File: src/rtl/fetch_pkg.sv
// fetch_pkg: shared constants, IF/ID record type and jump target helper for the fetch stage
package fetch_pkg;
  localparam logic [31:0] PC_INC = 32'd4;
  localparam logic [31:0] NOP_WORD_DEFAULT = 32'h0000_0000;
  localparam logic [31:0] RESET_PC_DEFAULT = 32'h0000_0000;
  typedef struct packed {
    logic [31:0] instr;
    logic [31:0] pc;
    logic [31:0] pc_plus4;
    logic        valid;
  } ifid_t;
  function automatic logic [31:0] jump_target(input logic [31:0] pc_plus4, input logic [25:0] index);
    return {pc_plus4[31:28], index, 2'b00};
  endfunction
endpackage

File: src/rtl/fetch_if.sv
// fetch_if: control inputs, instruction memory port and IF/ID outputs of the fetch stage
interface fetch_if;
  logic        stall;
  logic        flush;
  logic        branch_taken;
  logic [31:0] branch_target;
  logic        jump;
  logic [25:0] jump_index;
  logic [31:0] imem_addr;
  logic [31:0] imem_instruction;
  logic [31:0] if_instr;
  logic [31:0] if_pc;
  logic [31:0] if_pc_plus4;
  logic        if_valid;
  logic        misaligned;
  modport master (
    input  stall, flush, branch_taken, branch_target, jump, jump_index, imem_instruction,
    output imem_addr, if_instr, if_pc, if_pc_plus4, if_valid, misaligned
  );
  modport slave (
    output stall, flush, branch_taken, branch_target, jump, jump_index, imem_instruction,
    input  imem_addr, if_instr, if_pc, if_pc_plus4, if_valid, misaligned
  );
endinterface

File: src/rtl/fetch_pc_reg.sv
// fetch_pc_reg: program counter, next-PC priority mux and misaligned-redirect flag
module fetch_pc_reg
  import fetch_pkg::*;
#(
  parameter logic [31:0] RESET_PC = RESET_PC_DEFAULT
) (
  input  logic        clk,
  input  logic        reset,
  input  logic        stall,
  input  logic        branch_taken,
  input  logic [31:0] branch_target,
  input  logic        jump,
  input  logic [25:0] jump_index,
  input  logic [31:0] if_pc_plus4,
  output logic [31:0] pc,
  output logic [31:0] pc_plus4,
  output logic        misaligned
);
  logic [31:0] pc_q, pc_d;
  logic        misaligned_q, misaligned_d;
  always_comb begin
    pc_plus4     = pc_q + PC_INC;
    // Branch resolves for an older instruction than the jump, so it wins
    pc_d         = branch_taken ? {branch_target[31:2], 2'b00}
                 : jump         ? jump_target(if_pc_plus4, jump_index)
                 : stall        ? pc_q
                 :                pc_plus4;
    misaligned_d = branch_taken && (branch_target[1:0] != 2'b00);
  end
  always_ff @(posedge clk) begin
    if (reset) begin
      pc_q         <= RESET_PC;
      misaligned_q <= 1'b0;
    end else begin
      pc_q         <= pc_d;
      misaligned_q <= misaligned_d;
    end
  end
  assign pc         = pc_q;
  assign misaligned = misaligned_q;
endmodule

File: src/rtl/fetch_unit.sv
// fetch_unit: instruction fetch stage driving instruction memory and the IF/ID pipeline register
module fetch_unit
  import fetch_pkg::*;
#(
  parameter logic [31:0] RESET_PC = RESET_PC_DEFAULT,
  parameter logic [31:0] NOP_WORD = NOP_WORD_DEFAULT
) (
  input logic    clk,
  input logic    reset,
  fetch_if.master bus
);
  logic [31:0] pc, pc_plus4;
  logic        misaligned;
  logic        bubble;
  ifid_t       ifid_q, ifid_d;
  fetch_pc_reg #(.RESET_PC(RESET_PC)) u_pc (
    .clk           (clk),
    .reset         (reset),
    .stall         (bus.stall),
    .branch_taken  (bus.branch_taken),
    .branch_target (bus.branch_target),
    .jump          (bus.jump),
    .jump_index    (bus.jump_index),
    .if_pc_plus4   (ifid_q.pc_plus4),
    .pc            (pc),
    .pc_plus4      (pc_plus4),
    .misaligned    (misaligned)
  );
  always_comb begin
    bubble = bus.branch_taken || bus.jump || bus.flush;
    ifid_d = bubble    ? ifid_t'{instr: NOP_WORD, pc: pc, pc_plus4: pc_plus4, valid: 1'b0}
           : bus.stall ? ifid_q
           :             ifid_t'{instr: bus.imem_instruction, pc: pc, pc_plus4: pc_plus4, valid: 1'b1};
  end
  always_ff @(posedge clk) begin
    if (reset) ifid_q <= ifid_t'{instr: NOP_WORD, pc: 32'h0, pc_plus4: 32'h0, valid: 1'b0};
    else       ifid_q <= ifid_d;
  end
  assign bus.imem_addr   = pc;
  assign bus.if_instr    = ifid_q.instr;
  assign bus.if_pc       = ifid_q.pc;
  assign bus.if_pc_plus4 = ifid_q.pc_plus4;
  assign bus.if_valid    = ifid_q.valid;
  assign bus.misaligned  = misaligned;
endmodule
File: src/flat_wrapper.sv
// flat-port wrapper written by rule: the top's interface ports become plain ports
module fetch_unit_flat import fetch_pkg::*;
#(
  parameter logic [31:0] RESET_PC = RESET_PC_DEFAULT,
  parameter logic [31:0] NOP_WORD = NOP_WORD_DEFAULT
)
  (clk, reset, bus_stall, bus_flush, bus_branch_taken, bus_branch_target, bus_jump, bus_jump_index, bus_imem_instruction, bus_imem_addr, bus_if_instr, bus_if_pc, bus_if_pc_plus4, bus_if_valid, bus_misaligned);
  fetch_if bus_i ();
  input logic clk;
  input logic reset;
  input wire logic [$bits(bus_i.stall)-1:0] bus_stall;
  input wire logic [$bits(bus_i.flush)-1:0] bus_flush;
  input wire logic [$bits(bus_i.branch_taken)-1:0] bus_branch_taken;
  input wire logic [$bits(bus_i.branch_target)-1:0] bus_branch_target;
  input wire logic [$bits(bus_i.jump)-1:0] bus_jump;
  input wire logic [$bits(bus_i.jump_index)-1:0] bus_jump_index;
  input wire logic [$bits(bus_i.imem_instruction)-1:0] bus_imem_instruction;
  output wire logic [$bits(bus_i.imem_addr)-1:0] bus_imem_addr;
  output wire logic [$bits(bus_i.if_instr)-1:0] bus_if_instr;
  output wire logic [$bits(bus_i.if_pc)-1:0] bus_if_pc;
  output wire logic [$bits(bus_i.if_pc_plus4)-1:0] bus_if_pc_plus4;
  output wire logic [$bits(bus_i.if_valid)-1:0] bus_if_valid;
  output wire logic [$bits(bus_i.misaligned)-1:0] bus_misaligned;
  assign bus_i.stall = bus_stall;
  assign bus_i.flush = bus_flush;
  assign bus_i.branch_taken = bus_branch_taken;
  assign bus_i.branch_target = bus_branch_target;
  assign bus_i.jump = bus_jump;
  assign bus_i.jump_index = bus_jump_index;
  assign bus_i.imem_instruction = bus_imem_instruction;
  assign bus_imem_addr = bus_i.imem_addr;
  assign bus_if_instr = bus_i.if_instr;
  assign bus_if_pc = bus_i.if_pc;
  assign bus_if_pc_plus4 = bus_i.if_pc_plus4;
  assign bus_if_valid = bus_i.if_valid;
  assign bus_misaligned = bus_i.misaligned;
  fetch_unit #(.RESET_PC(RESET_PC), .NOP_WORD(NOP_WORD)) u_core (.clk(clk), .reset(reset), .bus(bus_i));
endmodule
File: config.mk
export PLATFORM = sky130hd
export DESIGN_NAME = fetch_unit_flat
export DESIGN_NICKNAME = d
export VERILOG_FILES = /design/src/rtl/fetch_pkg.sv /design/src/rtl/fetch_if.sv /design/src/rtl/fetch_pc_reg.sv /design/src/rtl/fetch_unit.sv /design/src/flat_wrapper.sv
export SDC_FILE = /design/constraint.sdc
export NUM_CORES = 1
export LEC_CHECK = 0
export CELL_PAD_IN_SITES_DETAIL_PLACEMENT = 2
export CELL_PAD_IN_SITES_GLOBAL_PLACEMENT = 2
export CORE_MARGIN = 8
export CORE_UTILIZATION = 22
export CTS_CLUSTER_SIZE = 40
export DETAILED_ROUTE_END_ITERATION = 6
export GPL_TIMING_DRIVEN = 0
export PLACE_DENSITY_LB_ADDON = 0.2
export SETUP_SLACK_MARGIN = 0.05
export SLEW_MARGIN = 20
export SYNTH_ARGS = -nofsm -noshare
export SYNTH_HDL_FRONTEND = slang
export SYNTH_SLANG_ARGS = --single-unit
File: constraint.sdc
create_clock -name clk -period 2 [get_ports clk]
set_input_delay 0.2 -clock clk [delete_from_list [all_inputs] [get_ports clk]]
set_output_delay 0.2 -clock clk [all_outputs]
set_load 0.05 [all_outputs]
**Yosys cells after proc, flatten, opt, wreduce, memory -nomap -nowiden**

Cells that the tools add are included.

- Bits in registers: 130
- Bits of input ports: 96
- Output and inout port bits: 130
- Logic and storage cells: 21

- $add $sub $neg: 1
- Equality and inequality tests: 2
- Muxes and demuxes: 5
- Reductions and logical operators: 6

Operators by type and width:

| cell | count |
|---|---|
| $mux W65 | 2 |
| $mux W32 | 3 |
| $add A32 B3 Y32 const B | 1 |
| $ne A3 B1 Y1 const B | 1 |
| $reduce_or A3 Y1 | 1 |
| $logic_or A1 B1 Y1 | 2 |
| $ne A2 B1 Y1 const B | 1 |
| $reduce_bool A2 Y1 | 1 |
| $reduce_or A2 Y1 | 1 |
| $logic_and A1 B1 Y1 | 1 |

**Depth between registers and ports, before layout**

Gate-level depths: netlist (run 1).

- Depth in word-level cells: 4
- Mapped depth: 8
- Gate-level depth less buffers: 6

**Modules after synthesis**

Synthesis (run 1) repeated with hierarchy kept, for this count alone.

- Cells, all modules: 736
- Area total of the unflattened synthesis: 6,572.6 um2

Modules (own cells, without submodules):

| module | times used | cells each | area an instance (um2) | sequential area each (um2) |
|---|---|---|---|---|
| fetch_unit | 1 | 386 | 4,041.4 | 1,941.9 |
| fetch_pc_reg | 1 | 350 | 2,531.2 | 620.6 |

**Worst setup path after synthesis (run 1)**

OpenSTA, ideal clock, no wires.

- Kind: reg2reg
- Start: reg u_core.u_pc.pc_q[2] (netlist: u_core.u_pc.pc[2])
- End: reg u_core.u_pc.pc_q[30] (netlist: u_core.u_pc.pc[30])
- Setup time: 62 ps
- Arrival: 2,295 ps
- Data required time: 1,938 ps
- Path slack: -357 ps
- Cell stages (with the launch flop): 8
- Buffers on the path: 1
- Period minus slack after synthesis: 2,357 ps
- Path through: dfxtp_1 ha_1 and3_1 buf_2 nand2_1 or4_1 a21oi_1 o221a_1

- Cells in the longest elaborated chain, start to end: 4

Ends and longest elaborated chain:

| item | RTL line | RTL |
|---|---|---|
| from (decl) | fetch_pc_reg.sv:19 | `logic [31:0] pc_q, pc_d;` |
| from (signal assigned) | fetch_pc_reg.sv:35 | `pc_q <= pc_d;` |
| $add A32 B3 Y32 | fetch_pc_reg.sv:22 | `pc_plus4 = pc_q + PC_INC;` |
| $mux W32 | fetch_pc_reg.sv:26 | `: stall ? pc_q` |
| $mux W32 | fetch_pc_reg.sv:25 | `: jump ? jump_target(if_pc_plus4, jump_index)` |
| $mux W32 | fetch_pc_reg.sv:24 | `pc_d = branch_taken ? {branch_target[31:2], 2'b00}` |

No other way between the ends. The select of a mux whose other input is x is not followed.
A chain may end at the register's enable or synchronous reset.

**Final worst setup path (run 1)**

- Start: reg u_core.u_pc.pc_q[2] (netlist: u_core.u_pc.pc[2])
- End: reg u_core.u_pc.pc_q[31] (netlist: u_core.u_pc.pc[31])

Same word-level chain as after synthesis.

==> summary.md, run 1 <==
| Metric | Value |
|---|---|
| Status | finished clean |
| Width of the die | 177.9 um |
| Max-slew violation count | 0 |
| CP arrival | 2.23 ns |
| Crit-path max FO | 3 |
| Largest net degree at the start of global routing | 17 |
| Synth Flop Type | dfxtp_1 |
| Hold buffers post-CTS | 0 |
| CP Launch Type | flip-flop |
| Final ANT Viol Nets | 0 |
| Final net count | 1,043 |
| NetSw | 2.364 mW |
| Starting Density | 0.2226 |
| H-Tree Level Count | 4 |
| Die Area | 31,660 um2 |
| Clock Skew | 0.008667 ns |
| Final Hold Viols | 0 |
| Max-cap violations | 0 |
| Clock network power share | 0.432 |
| Slew margin rel. | 0.4413 |
| Endpoint type of the worst setup path | flip-flop |
| Pwr/cell area | 785.7 nW/um2 |
| Cell area after layout | 9443 um2 |
| DR vias/cell | 4.836 |
| Share of layout cells above drive strength 1 | 0.1522 |
| Gr ovfl total | 0 |
| Part of the Yosys area used for sequential elements | 0.4304 |
| EDFF count, synth | 0 |
| Endpoints failing setup | 0 |
| Detailed router's first-iteration violation count | 192 |
| CTS tree | yes |
| Logic pwr share | 0.201 |
| Filler cells | 2,870 |
| P_int | 5.056 mW |
| I/O Pins | 226 |
| Ys async rst share | 0 |
| Buffers on Ports | 219 |
| Global-route wire length before repair | 43,350 um |
| Core ar. | 25,910 um2 |
| Initial antenna violation count | 0 |
| Die H | 177.9 um |
| Flop pwr share | 0.368 |
| Post-layout minimum cycle time | 1.918 ns |
| Num CTS Buffers | 17 |
| Top cell type's share of synthesized area | 0.4304 |
| GPL Wtd Cong | 0.7881 |
| Clock transition time at the flip-flop clock pins of the worst setup and hold paths | 0.06 ns |
| Unique masters post-synth | 55 |
| Critical path type | reg -> reg |
| Pre-antenna DRT Iters | 4 |
| Final WL | 29,160 um |
| RSZ-0062 raised after global routing | yes |
| Hold Path Class | in -> reg |
| Total Power | 7.420 mW |
| Peak supply drop | 402.8 uV |
| Mapped Area | 5768 um2 |
| Sw Ratio | 0.3186 |
| Period utilisation layout | 0.9590 |
| Yosys warns | 0 |
| Post-DP HPWL | 21,800 um |
| Cell taking the most area after synthesis | dfxtp_1 |
| Commonest non-fill, non-tap cell in the layout | clkdlybuf4s50_1 |
| Worst-margin pin slew | 0.8380 ns |
| Area Growth Syn to Fin | 63.71% |
| Leak | 3.543 nW |
| CTS root buf | clkbuf_16 |
| PnR worst setup slack | 0.08208 ns |
| GRT Total Usage | 0.1837 |
| Critical Path RT | 2.32 ns |
| Synth area leaders | dfxtp_1 (43%), mux2i_1 (6.6%), nor2_1 (5.9%), nand2_1 (5.6%), a21oi_1 (5.2%) |
| Remaining DRCs | 0 |
| Worst-Skew Late Latency | 0.42 ns |
| Clock tree buffer depth | 2 |
| Via count | 6,268 |
| Post-place setup slack | -0.9536 ns |
| Clk sinks | 124 |
| Seq cells post-synth | 124 |
| Fmax | 0.5214 GHz |
| Most frequent cells in the layout | clkdlybuf4s50_1 (212), dfxtp_1 (99), nor2_1 (88), nand2_1 (84), a21oi_1 (59) |
| Wire per inst | 22.50 um |
| Mapped Cells | 696 |
| Row count | 59 |
| Vias in the first global route | 6,977 |
| Post-synthesis average cell area | 8.287 um2 |
| Post-DP Area | 8483 um2 |
-- per-layer routing --
layer / up-vias / routed length, um / global-route usage / part of all wire
met5: - / 0 / 0 / 0
met4: 0 / 498 / 0.05106 / 0.017
met3: 32 / 2620 / 0.07383 / 0.090
met2: 210 / 14020 / 0.3107 / 0.48
met1: 3080 / 12020 / 0.2107 / 0.41
li1: 2946 / - / - / -
-- kinds of logic (layout without fill, tap and decap cells) --
family                     count (synthesis)  count (layout)  synth area share
AOI/OAI and AO/OA                        147             147            0.1649
xor gates and xnor gates                  28              28           0.04252
adders and majority gates                  1               1          0.002169
DFF                                      124             124            0.4304
and+or+nand+nor                          274             274            0.2301
muxes                                     38              38           0.06594
buffers and inverters                     83             341           0.06334
other                                      1               8         0.0006501
-- power groups by stage --
| stage | clock [mW] | sequential, mW | combinational (mW) |
|---|---|---|---|
| final | 3.20 | 2.73 | 1.49 |
| after global routing | 3.40 | 2.75 | 1.58 |
| after CTS | 3.30 | 2.73 | 1.49 |
| after detailed placement | 0 | 2.77 | 1.48 |
| after global placement | 0 | 2.76 | 1.47 |
| after floorplan | 0 | 3.15 | 0.434 |
-- sequential cells by signal (all words and copies together) (netlist names) --
name / flops
u_core.bus.if_pc: 30
u_core.bus.if_instr: 32
u_core.u_pc.pc: 30
u_core.bus.if_valid: 1
u_core.u_pc.misaligned: 1
u_core.bus.if_pc_plus4: 30
-- synthesized netlist by cell type, types with 6 or more instances --
cell type  instances
a211oi_1          28
a21oi_1           60
a22oi_1            7
and3_1             7
buf_1             10
buf_2             13
buf_4              6
clkbuf_1          37
dfxtp_1          124
inv_1             15
mux2i_1           38
nand2_1           86
nand3_1           15
nand3b_1          11
nor2_1            91
nor3_1            19
nor4_1            10
o21ai_0            9
o22ai_1           13
xnor2_1           24
-- worst max-delay path, cell delays in order, from the launching register on --
cell and delay [ns]:
dfxtp_4 0.37, buf_12 0.10, nand4_4 0.08, buf_6 0.15
nor4_4 0.26, buf_4 0.19, nand4_1 0.17, buf_4 0.19
mux2i_1 0.11, nor4_1 0.19
-- through the flow --
| stage | utilization | instances | setup TNS [ns] | hold slack, ns |
|---|---|---|---|---|
| 2_1_floorplan | - | 701 | 0 | 0.3387 |
| 3_3_place_gp | 0.3274 | 1255 | -83.78 | 0.4361 |
| 3_5_place_dp | 0.3274 | 1255 | -87.89 | 0.4479 |
| 4_1_cts | 0.3583 | 1289 | 0 | 0.3247 |
| 5_1_grt | 0.3642 | 1294 | -0.05232 | 0.3393 |
| 6_report | 0.3644 | 1296 | 0 | 0.3364 |
-- final cells by class --
type	instances	area (um2)	share of cell area
antenna	2	5.005	0.0005300
multi-input combinational	494	3105	0.3289
clock inverter	12	122.6	0.01299
clock buffer	20	479.2	0.05075
inverter	15	56.30	0.005963
timing repair buffer	233	2332	0.2470
tap	335	419.2	0.04439
buffer	61	366.6	0.03882
sequential	124	2556	0.2707
-- final timing paths --
path	from	endpoint	slack [ns]	cells past startpoint
worst max register to register	u_core.u_pc.pc[2]$_SDFFE_PP0P_	u_core.u_pc.pc[31]$_SDFFE_PP0P_	0.08	9
worst max-delay path	u_core.u_pc.pc[2]$_SDFFE_PP0P_	u_core.u_pc.pc[31]$_SDFFE_PP0P_	0.08	9
worst min-delay path	bus_branch_target[9]	u_core.u_pc.pc[9]$_SDFFE_PP0P_	0.34	3
worst min register to register	u_core.bus.if_valid$_SDFFE_PP0N_	u_core.bus.if_valid$_SDFFE_PP0N_	0.45	2
-- repair_timing --
item,CTS,global route
pin swaps,5,7
gates resized for setup,55,37
endpoints found under the setup margin,121,61
setup buffers,8,6
No activity file was read; power rests on OpenSTA's default activity.
==> inputs of run 2 (changes only) <==
--- a/config.mk
+++ b/config.mk
@@ -5,10 +5,12 @@
 export SDC_FILE = /design/constraint.sdc
 export NUM_CORES = 1
 export LEC_CHECK = 0
+export ABC_AREA = 1
 export CELL_PAD_IN_SITES_DETAIL_PLACEMENT = 2
 export CELL_PAD_IN_SITES_GLOBAL_PLACEMENT = 2
+export CORE_ASPECT_RATIO = 0.75
 export CORE_MARGIN = 8
-export CORE_UTILIZATION = 22
+export CORE_UTILIZATION = 25
 export CTS_CLUSTER_SIZE = 40
 export DETAILED_ROUTE_END_ITERATION = 6
 export GPL_TIMING_DRIVEN = 0
==> constraint.sdc (replaced) <==
create_clock -name clk -period 2.5 [get_ports clk]
set_input_delay 0.25 -clock clk [delete_from_list [all_inputs] [get_ports clk]]
set_output_delay 0.25 -clock clk [all_outputs]
set_load 0.05 [all_outputs]
==> summary.md, run 2 <==
| Metric | Value |
|---|---|
| Synth Flop Type | dfxtp_1 |
| Vias in the first global route | 7,520 |
| Clock network power share | 0.423 |
| Slew margin rel. | 0.5126 |
| Met1 Use GR | 0.2614 |
| DR vias/cell | 4.845 |
| GPL Wtd Cong | 0.8413 |
| CP Buf/Inv Count | 1 |
| Buffers on Ports | 216 |
| Final net count | 1,186 |
| Global-route wire length before repair | 45,300 um |
| Ant diodes | 0 |
| Mapped Area | 5863 um2 |
| Clk sinks | 124 |
| Share of layout cells above drive strength 1 | 0.07260 |
| Remaining DRCs | 0 |
| Peak supply drop | 417.8 uV |
| Via count | 6,793 |
| Post-layout minimum cycle time | 2.143 ns |
| CTS tree | yes |
| Die H | 148.6 um |
| Die Area | 28,660 um2 |
| Status | finished clean |
| Flop pwr share | 0.365 |
| Crit-path max FO | 6 |
| H-Tree Level Count | 4 |
| M3 GR Usage | 0.06575 |
| Pre-antenna DRT Iters | 5 |
| Worst-margin pin slew | 0.7311 ns |
| RSZ-0062 raised after global routing | no |
| GRT Total Usage | 0.2090 |
| Worst-Skew Late Latency | 0.43 ns |
| Largest net degree at the start of global routing | 17 |
| Leak | 3.606 nW |
| Max-slew violation count | 0 |
| Critical Path RT | 2.25 ns |
| Largest register FFs | 32 |
| Most instantiated cells after synthesis | nand2_1 (177), dfxtp_1 (124), nor2_1 (111), a21oi_1 (108), o21ai_0 (80) |
| Yosys warns | 0 |
| Gr ovfl total | 0 |
| Post-place setup slack | 0.3169 ns |
| Part of the Yosys area used for sequential elements | 0.4234 |
| Wire per inst | 21.49 um |
| Unique masters post-synth | 30 |
| Most frequent cells in the layout | clkdlybuf4s50_1 (216), nand2_1 (177), dfxtp_1 (124), nor2_1 (111), a21oi_1 (108) |
| Critical Path Slowest Stage Cell | clkdlybuf4s50_1 |
| Clock transition time at the flip-flop clock pins of the worst setup and hold paths | 0.06 ns |
| Filler cells | 2,685 |
| Mapped Cells | 849 |
| Total Power | 6.041 mW |
| P_int | 4.068 mW |
| Crit path max-delay family | buffers and inverters |
| Fmax | 0.4667 GHz |
| Hold Path Class | in -> reg |
| Num CTS Buffers | 17 |
| Synth area leaders | dfxtp_1 (42%), nand2_1 (11%), a21oi_1 (9.2%), nor2_1 (7.1%), o21ai_0 (6.8%) |
| Setup TNS | 0 ns |
| Core ar. | 23,000 um2 |
| Starting Density | 0.2549 |
| Initial antenna violation count | 1 |
| Sw Ratio | 0.3267 |
| Clock Skew | 0.01361 ns |
| CP Cell Sequence | clkdlybuf4s50_1 |
| Critical path type | reg -> out |
| Row count | 48 |
| Logic pwr share | 0.212 |
| Commonest non-fill, non-tap cell in the layout | clkdlybuf4s50_1 |
| Final ANT Viol Nets | 0 |
| Post-DP HPWL | 23,350 um |
| CTS resizes | 0 |
| Width of the die | 192.8 um |
| CP Launch Type | flip-flop |
| Post-synthesis average cell area | 6.906 um2 |
| Final Hold Viols | 0 |
| Top cell type's share of synthesized area | 0.4234 |
| NetSw | 1.974 mW |
| EDFF count, synth | 0 |
| Detailed router's first-iteration violation count | 345 |
| Layer with the highest usage | met2 |
| I/O Pins | 226 |
| Max-cap violations | 0 |
| Cell taking the most area after synthesis | dfxtp_1 |
| Period utilisation layout | 0.8571 |
| CP arrival | 1.89 ns |
| Hold buffers post-CTS | 0 |
| CTS root buf | clkbuf_16 |
| Endpoints failing setup | 0 |
| Final WL | 30,130 um |
| Seq cells post-synth | 124 |
| Met2 Use GR | 0.3426 |
| Worst path max stage delay | 0.91 ns |
| Area Growth Syn to Fin | 53.73% |
| Ys async rst share | 0 |
| Most frequent cell after synthesis | nand2_1 |
| PnR worst setup slack | 0.3573 ns |
| Pwr/cell area | 670.2 nW/um2 |
| Endpoint type of the worst setup path | output port |
| Clock tree buffer depth | 2 |
| Post-CTS setup buffers | 0 |
[run 2: cell count changes after synthesis, sizes merged, moves of 24 or more]
cell	previous run	this run
a211oi	30	0
a21oi	60	111
inv	15	72
mux2i	38	0
nand2	86	183
nand3	16	57
nor2	91	124
o21ai	12	81
xnor2	24	0
[run 2: cells by family (layout without fill, tap and decap cells)]
group                    count (synthesis)  in the layout  share of synthesized area
flip-flops                             124            124                     0.4234
buffers and inverters                  129            377                    0.09731
adder cells (fa/ha/maj)                  1              1                   0.002134
AND/OR/NAND/NOR                        367            367                     0.2642
other                                    1              6                  0.0006396
AO/OA/AOI/OAI                          220            220                     0.2019
XOR/XNOR                                 7              7                    0.01046
[run 2: power by group through the flow]
stage,clock network [mW],logic [mW],registers (mW)
after floorplan,0,0.362,2.59
after global placement,0,1.26,2.24
after detailed placement,0,1.28,2.25
after CTS,2.61,1.29,2.20
after global routing,2.68,1.36,2.22
final,2.56,1.28,2.20
[run 2: final timing paths]
path,cells after the start,from,to,slack (ns)
worst min register to register,2,u_core.bus.if_instr[27]$_SDFFE_PP0N_,u_core.bus.if_instr[27]$_SDFFE_PP0N_,0.47
worst max-delay path,1,u_core.u_pc.pc[10]$_SDFFE_PP0P_,bus_imem_addr[10],0.36
worst min-delay path,3,bus_stall,u_core.bus.if_instr[0]$_SDFFE_PP0N_,0.16
worst max register to register,10,u_core.u_pc.pc[2]$_SDFFE_PP0P_,u_core.u_pc.pc[10]$_SDFFE_PP0P_,0.41
[run 2: area by class of cell]
class                      count  area, um2  area share
clock buffer                  20      456.7     0.05067
tap                          300      375.4     0.04164
inverter                      73      274.0     0.03040
timing repair buffer         216       2162      0.2399
sequential                   124       2482      0.2754
clock inverter                12      137.6     0.01527
multi-input combinational    601       2829      0.3139
buffer                        56      296.5     0.03290
[run 2: metal layers]
layer  wire length (um)  share of wire
met1              13440           0.45
met2              14190           0.47
met3               2170          0.072
met4                312          0.010
met5                 13        0.00043
[run 2: through the flow]
step	std cells	util	hold WS, ns	area, um2
5_1_grt	1402	0.3919	0.1812	9014
6_report	1402	0.3919	0.1592	9014
2_1_floorplan	854	-	0.3191	5882
3_3_place_gp	1370	0.3660	0.4435	8419
4_1_cts	1402	0.3919	0.1486	9014
3_5_place_dp	1370	0.3660	0.4582	8419
